**src/rtl/k_means_pkg.sv**
```systemverilog
// Shared types and RAM control encodings for the point-RAM access arbiter.
package k_means_pkg;

  typedef enum logic [1:0] {
    OWN_NONE = 2'd0,
    OWN_CORE = 2'd1,
    OWN_HOST = 2'd2
  } owner_t;

  typedef enum logic {
    PTR_CORE = 1'b0,
    PTR_HOST = 1'b1
  } rr_ptr_t;

  // {csb, web, oeb}, all active low
  localparam logic [2:0] RAM_IDLE  = 3'b111;
  localparam logic [2:0] RAM_READ  = 3'b010;
  localparam logic [2:0] RAM_WRITE = 3'b001;

endpackage

```
**src/rtl/ram_access_arbiter_rr_arb2.sv**
```systemverilog
// Two-way round-robin arbiter with a lock input that hands the core absolute priority.
module rr_arb2
  import k_means_pkg::*;
(
  input  logic clk,
  input  logic rst_n,
  input  logic lock_i,
  input  logic core_req_i,
  input  logic host_req_i,
  output logic core_gnt_o,
  output logic host_gnt_o
);

  rr_ptr_t ptr_q, ptr_d;

  always_comb begin
    core_gnt_o = 1'b0;
    host_gnt_o = 1'b0;
    if (lock_i) begin
      core_gnt_o = core_req_i;
    end else if (core_req_i && host_req_i) begin
      core_gnt_o = (ptr_q == PTR_CORE);
      host_gnt_o = (ptr_q == PTR_HOST);
    end else begin
      core_gnt_o = core_req_i;
      host_gnt_o = host_req_i;
    end
  end

  // The pointer always moves to the side that lost, including locked core grants.
  always_comb begin
    ptr_d = ptr_q;
    if (core_gnt_o) begin
      ptr_d = PTR_HOST;
    end else if (host_gnt_o) begin
      ptr_d = PTR_CORE;
    end
  end

  always_ff @(posedge clk or negedge rst_n) begin
    if (!rst_n) begin
      ptr_q <= PTR_CORE;
    end else begin
      ptr_q <= ptr_d;
    end
  end

endmodule

```
**src/rtl/ram_access_arbiter.sv**
```systemverilog
// Shares the single-port point RAM between the host loader and the k-means core;
// registers the RAM controls and returns read data two cycles after the grant.
module ram_access_arbiter
  import k_means_pkg::*;
#(
  parameter int addr_width = 9,
  parameter int data_width = 50
) (
  input  logic                  clk,
  input  logic                  rst_n,
  input  logic                  core_lock,
  input  logic                  core_req,
  input  logic [addr_width-1:0] core_addr,
  output logic                  core_gnt,
  output logic                  core_rvalid,
  input  logic                  host_req,
  input  logic                  host_wr,
  input  logic [addr_width-1:0] host_addr,
  input  logic [data_width-1:0] host_wdata,
  output logic                  host_gnt,
  output logic                  host_rvalid,
  output logic [data_width-1:0] rdata,
  output logic [addr_width-1:0] ram_addr,
  output logic [data_width-1:0] ram_wdata,
  input  logic [data_width-1:0] ram_rdata,
  output logic                  ram_csb,
  output logic                  ram_web,
  output logic                  ram_oeb
);

  logic                  core_req_v, host_req_v;
  logic [2:0]            ram_ctrl_q, ram_ctrl_d;
  logic [addr_width-1:0] ram_addr_q, ram_addr_d;
  logic [data_width-1:0] ram_wdata_q, ram_wdata_d;
  logic [data_width-1:0] rdata_q;
  owner_t                own1_q, own1_d, own2_q;

  // No grants are issued while reset is held, so no access is silently lost.
  assign core_req_v = core_req & rst_n;
  assign host_req_v = host_req & rst_n;

  rr_arb2 u_arb (
    .clk        (clk),
    .rst_n      (rst_n),
    .lock_i     (core_lock),
    .core_req_i (core_req_v),
    .host_req_i (host_req_v),
    .core_gnt_o (core_gnt),
    .host_gnt_o (host_gnt)
  );

  always_comb begin
    ram_ctrl_d  = RAM_IDLE;
    ram_addr_d  = ram_addr_q;
    ram_wdata_d = ram_wdata_q;
    own1_d      = OWN_NONE;
    if (core_gnt) begin
      ram_ctrl_d = RAM_READ;
      ram_addr_d = core_addr;
      own1_d     = OWN_CORE;
    end else if (host_gnt) begin
      ram_addr_d = host_addr;
      if (host_wr) begin
        ram_ctrl_d  = RAM_WRITE;
        ram_wdata_d = host_wdata;
      end else begin
        ram_ctrl_d = RAM_READ;
        own1_d     = OWN_HOST;
      end
    end
  end

  // own1_q tags the cycle the RAM drives Q; own2_q tags the cycle rdata is valid.
  always_ff @(posedge clk or negedge rst_n) begin
    if (!rst_n) begin
      ram_ctrl_q  <= RAM_IDLE;
      ram_addr_q  <= '0;
      ram_wdata_q <= '0;
      own1_q      <= OWN_NONE;
      own2_q      <= OWN_NONE;
      rdata_q     <= '0;
    end else begin
      ram_ctrl_q  <= ram_ctrl_d;
      ram_addr_q  <= ram_addr_d;
      ram_wdata_q <= ram_wdata_d;
      own1_q      <= own1_d;
      own2_q      <= own1_q;
      if (own1_q != OWN_NONE) begin
        rdata_q <= ram_rdata;
      end
    end
  end

  assign {ram_csb, ram_web, ram_oeb} = ram_ctrl_q;
  assign ram_addr    = ram_addr_q;
  assign ram_wdata   = ram_wdata_q;
  assign rdata       = rdata_q;
  assign core_rvalid = (own2_q == OWN_CORE);
  assign host_rvalid = (own2_q == OWN_HOST);

endmodule

```
**config.mk**
```make
export PLATFORM = sky130hd
export DESIGN_NAME = ram_access_arbiter
export DESIGN_NICKNAME = d
export VERILOG_FILES = /design/src/rtl/k_means_pkg.sv /design/src/rtl/ram_access_arbiter_rr_arb2.sv /design/src/rtl/ram_access_arbiter.sv
export SDC_FILE = /design/constraint.sdc
export NUM_CORES = 1
export LEC_CHECK = 0
export ABC_CLOCK_PERIOD_IN_PS = 1900
export BUFFER_PORTS_ARGS = -buffer_cell sky130_fd_sc_hd__buf_2
export CAP_MARGIN = 30
export CORE_UTILIZATION = 35
export DETAILED_ROUTE_END_ITERATION = 7
export MAX_ROUTING_LAYER = met4
export PLACE_DENSITY = 0.61
export SETUP_SLACK_MARGIN = 0.05
export SYNTH_ARGS = -nofsm -noshare
export SYNTH_HDL_FRONTEND = slang
export SYNTH_SLANG_ARGS = --single-unit
```
**constraint.sdc**
```tcl
create_clock -name clk -period 1.9 [get_ports clk]
set_input_delay 0.19 -clock clk [delete_from_list [all_inputs] [get_ports clk]]
set_output_delay 0.19 -clock clk [all_outputs]
set_load 0.02 [all_outputs]
```
Word level (Yosys, flattened, before mapping)

Index checks and enable logic that the tools add are counted.
Widths: inputs -> output; s select.

Reduce and logical (&&, ||, !) cells: 4
Bitwise operators: 4
Equality and inequality tests: 2
Mux-type cells: 14

Operator list:

| operator           | number |
|---|---|
| $mux 9             | 2 |
| $mux 2             | 4 |
| $mux 1             | 6 |
| $mux 3             | 2 |
| $reduce_bool 2->1  | 2 |
| $reduce_and 3->1   | 1 |
| $and 1x1->1        | 2 |
| $eq 2x1->1 const B | 1 |
| $eq 2x2->1 const B | 1 |
| $not 1->1          | 2 |
| $logic_and 1x1->1  | 1 |

Output and inout port bits: 116
Register bits after elaboration: 117
Logic and storage cells: 31
Input bits: 124

Logic depth before layout (Yosys ltp)

Word-level depth: 6
Depth in mapped cells: 5

Cells and area by module

From an unflattened synthesis, not the netlist that was laid out.

Cell total of the unflattened synthesis: 273
Area, all modules: 4623.2 µm²

By module, submodules not included:

| module             | cells each | sequential area each (µm²) | area an instance (µm²) | instances |
|---|---|---|---|---|
| ram_access_arbiter | 267        | 2906.5                     | 4558.1                 | 1 |
| rr_arb2            | 6          | 25.0                       | 65.1                   | 1 |

Worst setup path before layout

OpenSTA, ideal clock, no wires.

Kind: register to register
From: register u_arb.ptr_q
To: register ram_wdata_q[0] (netlist: ram_wdata[0])
Slack: 0.590 ns
Clock period less this slack: 1.310 ns
Buffers on the path: 1
Arrival: 1.185 ns
Stages on the path, launching flop included: 5
Path through: dfrtp_1 nand2b_2 nand4_4 buf_6 mux2_4

Cells in the longest elaborated chain, start to end: 5

Ends and longest elaborated chain:

| element                      | line                             | source |
|---|---|---|
| start, declared              | ram_access_arbiter_rr_arb2.sv:14 | `rr_ptr_t ptr_q, ptr_d;` |
| start signal, assigned       | ram_access_arbiter_rr_arb2.sv:44 | `ptr_q <= ptr_d;` |
| $not 1->1                    | ram_access_arbiter_rr_arb2.sv:22 | `core_gnt_o = (ptr_q == PTR_CORE);` |
| $mux 1                       | ram_access_arbiter_rr_arb2.sv:21 | `end else if (core_req_i && host_req_i) begin` |
| $mux 1                       | ram_access_arbiter_rr_arb2.sv:19 | `if (lock_i) begin` |
| $not 1->1 (no line)          | -                                |  |
| $reduce_and 3->1 (no line) * | -                                |  |
| end signal, assigned         | ram_access_arbiter.sv:85         | `ram_wdata_q <= ram_wdata_d;` |
| end, declared                | ram_access_arbiter.sv:34         | `logic [data_width-1:0] ram_wdata_q, ram_wdata_d;` |

Every way passes the cells marked *; elsewhere a longest branch is shown, timed or not.
A chain may end at the register's enable or synchronous reset.

Worst setup path after layout

From: register u_arb.ptr_q
To: output core_gnt

Cells in the longest elaborated chain, start to end: 3

Ends and longest elaborated chain:

| element       | line                             | source |
|---|---|---|
| $not 1->1     | ram_access_arbiter_rr_arb2.sv:22 |  |
| $mux 1        | ram_access_arbiter_rr_arb2.sv:21 |  |
| $mux 1        | ram_access_arbiter_rr_arb2.sv:19 |  |
| end, declared | ram_access_arbiter.sv:14         | `output logic core_gnt,` |

Every way passes these cells.

==> results.toml <==
[timing]
relSlewSlack_pct = 64.8
worst_slack_ns = 0.332
rsz0062_at_grt = "no"
finalClockSkew_ns = 0.0103
whs_ns = 0.0198
maxSlewViolCount = 0
fmax_ghz = 0.638
fin_setup_tns_ns = 0
worst_pin_slew_ns = 0.526
min_period_ns = 1.57
hold_viol_final = 0
finalSetupViolations = 0
period_share_pct = 82.5

[power_and_ir_drop]
p_leak_nw = 3.69
irDropWorstVdd_v = 0.000507
power_density_nw_per_um2 = 1210

[global_routing]
grt_antenna_before_repair = 0
grt_util_all_layers_pct = 18.1
first_global_vias = 3741
grt.overflow.total = 0
grt_max_degree = 94
grt_pass1_wl_mm = 18.9

[placed_design]
portBuffers = 239
detailedPlace.worstSlack_ns = 0.375
hpwl_mm = 8.30
place.gp.congestion = 0.794
placedCellCount = 694

[floorplanning]
io_pins = 240
core-area_sq_um = 13200
initial_core_util_pct = 35.9
fp.dieH_um = 119
row_count = 42
die-area_sq_um = 14100
die_w_um = 119

[worst_hold_path]
hp-class = "input port to flip-flop"
hold_depth = 2

[synth]
yosysWarnings = 0
synth-compound-area-share_pct = 5.31
yosysMostFrequentCell = "dfrtp_1"
synth_area_leaders = "dfrtp_1, mux2_4, mux2_2"
async_flop_share_pct = 100
synth_edf_count = 0
netlist_instances = 290
yosysSeqAreaShare_pct = 61.6
synth_flop_cell = "dfrtp_1"
synth_top_family_by_area = "multiplexers"
yosys.area_share.adder_pct = 0
ys_types = 21
synth_mux_area_share_pct = 27.5
synth_area_sq_um = 4760
synthSimpleGateAreaFrac_pct = 2.73
synth_seq_cells = 117
avgSynthCellArea_sq_um = 16.4
synth_top_area_share_pct = 59.9
yosysTopAreaCell = "dfrtp_1"
yosys-top-cells-count = "dfrtp_1, mux2_2, mux2_4"
synthXorXnorAreaFrac_pct = 0
synth_nets = 414

[clocking]
cts-root-buf = "clkbuf_16"
clock_latency_ns = 0.40
clk_path_buf_depth = 2
cts_sinks = 117
h-tree-depth = 4
cts_buffers = 17
tritoncts = "built"
clkSlewWorstSetupHoldPaths_ns = 0.05

[setup_path]
crit_fanout = 5
critPathLaunchType = "flip-flop"
critPathSlowestCell = "dfrtp_1"
worstSetupStartpoint = "u_arb.ptr_q"
rr_worst_depth = 4
cp_data_required_time_ns = 1.71
crit_chain = "and3b_1, nor2_1, buf_2"
max_stage_delay_ns = 0.39
cp-end-kind = "primary output"
reg2reg_from = "u_arb.ptr_q"
endpoint = "core_gnt"
arrival_ns = 1.38
r2r-end = "ram_wdata[39]"
crit_type = "flip-flop to primary output"
regToRegSetupSlack_ns = 0.36

[run]
max_cap_viol_count = 0

[routing]
drc = 0
avgViaCountPerCell = 4.61
vias = 3562
drtIter0Drc = 139
drtAntennaViolNets = 0
dr.pass1.iters = 4
wl_mm = 12.1
post_drt_wl_per_cell_um = 15.7

[layout]
drive_gt1_share_pct = 64.3
nNetsFinal = 708
diodes = 0
nFillCells = 1144
syn_to_final_growth_pct = 52.1
final_cells = 773

[run_status]
status = "finished clean"
-- per-layer routing --
metal	vias up	share of wire, %	GRT usage [%]
li1	1632	-	-
met1	1752	43	21.6
met2	164	49	28.7
met3	14	6.4	6.18
met4	0	1.2	6.17
met5	-	0	-
-- where the power goes --
| part | switching [W] | leakage [nW] | internal (W) |
|---|---|---|---|
| logic | 0.00123 | 2.02 | 0.00110 |
| registers | 0.000277 | 1.38 | 0.00302 |
| clock network | 0.00107 | 0.294 | 0.00206 |
| total | 0.00258 | 3.69 | 0.00619 |
-- sequential cells by signal, indices dropped and copies added (netlist names) --
register     flops
own2_q           2
ram_wdata       50
ram_ctrl_q       3
u_arb.ptr_q      1
own1_q           2
rdata           50
ram_addr         9
-- layout by cell type (no fill, tap or decap) --
| cell | count |
|---|---|
| clkinv_4 | 2 |
| buf_6 | 1 |
| buf_12 | 4 |
| dlygate4sd3_1 | 47 |
| and3b_1 | 1 |
| o221ai_1 | 9 |
| a21oi_1 | 1 |
| nor2b_1 | 2 |
| dfrtp_1 | 114 |
| nand2b_2 | 1 |
| mux2_4 | 49 |
| mux2_2 | 51 |
| buf_2 | 238 |
| o22a_1 | 10 |
| inv_1 | 2 |
| nor2_1 | 2 |
| nand2_1 | 1 |
| nor2b_4 | 1 |
| nor2_4 | 1 |
| a31oi_1 | 1 |
| clkbuf_1 | 3 |
| clkbuf_16 | 17 |
| nand4_4 | 1 |
| clkbuf_8 | 4 |
| bufinv_16 | 2 |
| clkinv_2 | 4 |
| o21a_1 | 10 |
| nand3_1 | 10 |
| buf_4 | 5 |
| dfstp_2 | 3 |
-- worst min-delay path by stage --
stage	from	slack, ns	end
after floorplan	rst_n	-0.11	own1_q[0]
after global routing	ram_rdata[40]	0.0004	rdata[40]
after CTS	host_wdata[37]	0.0002	ram_wdata[37]
after global placement	rst_n	0.05	ram_addr[5]
after detailed placement	rst_n	0.05	ram_addr[5]
final	host_wdata[19]	0.02	ram_wdata[19]
-- timing repair --
item	in CTS	in global routing
hold buffers	39	8
hold endpoints to repair	57	8
setup endpoints to repair	0	0
buffers inserted	0	0
resized for setup	0	0
-- cells by family after synthesis --
| group | Yosys count |
|---|---|
| flops | 117 |
| mux | 100 |
| compound gates | 31 |
| buf+inv | 22 |
| simple gates | 20 |
-- worst max-delay path, delay by kind of cell, from the launching register on --
family        cells  cell delay (ns)
flops             1             0.39
buf+inv           1             0.21
simple gates      2             0.38
-- layout make-up --
type                       instances  area [sq um]  area share (%)
clock buffer                      24           492            6.79
clock inverter                     8          97.6            1.35
inverter                           2          7.51           0.104
multi-input combinational        151          1700            23.5
sequential                       117          2930            40.5
tap                              176           220            3.04
timing repair buffer             295          1790            24.7
-- stage by stage --
step | total power (W) | area (sq um) | utilization (%)
floorplan | 0.00472 | 4760 | -
global placement | 0.00555 | 6180 | 46.7
detailed placement | 0.00561 | 6180 | 46.7
CTS | 0.00886 | 7160 | 54.1
global route | 0.00919 | 7240 | 54.7
finish | 0.00877 | 7240 | 54.7
(Power assumes the default switching activity.)
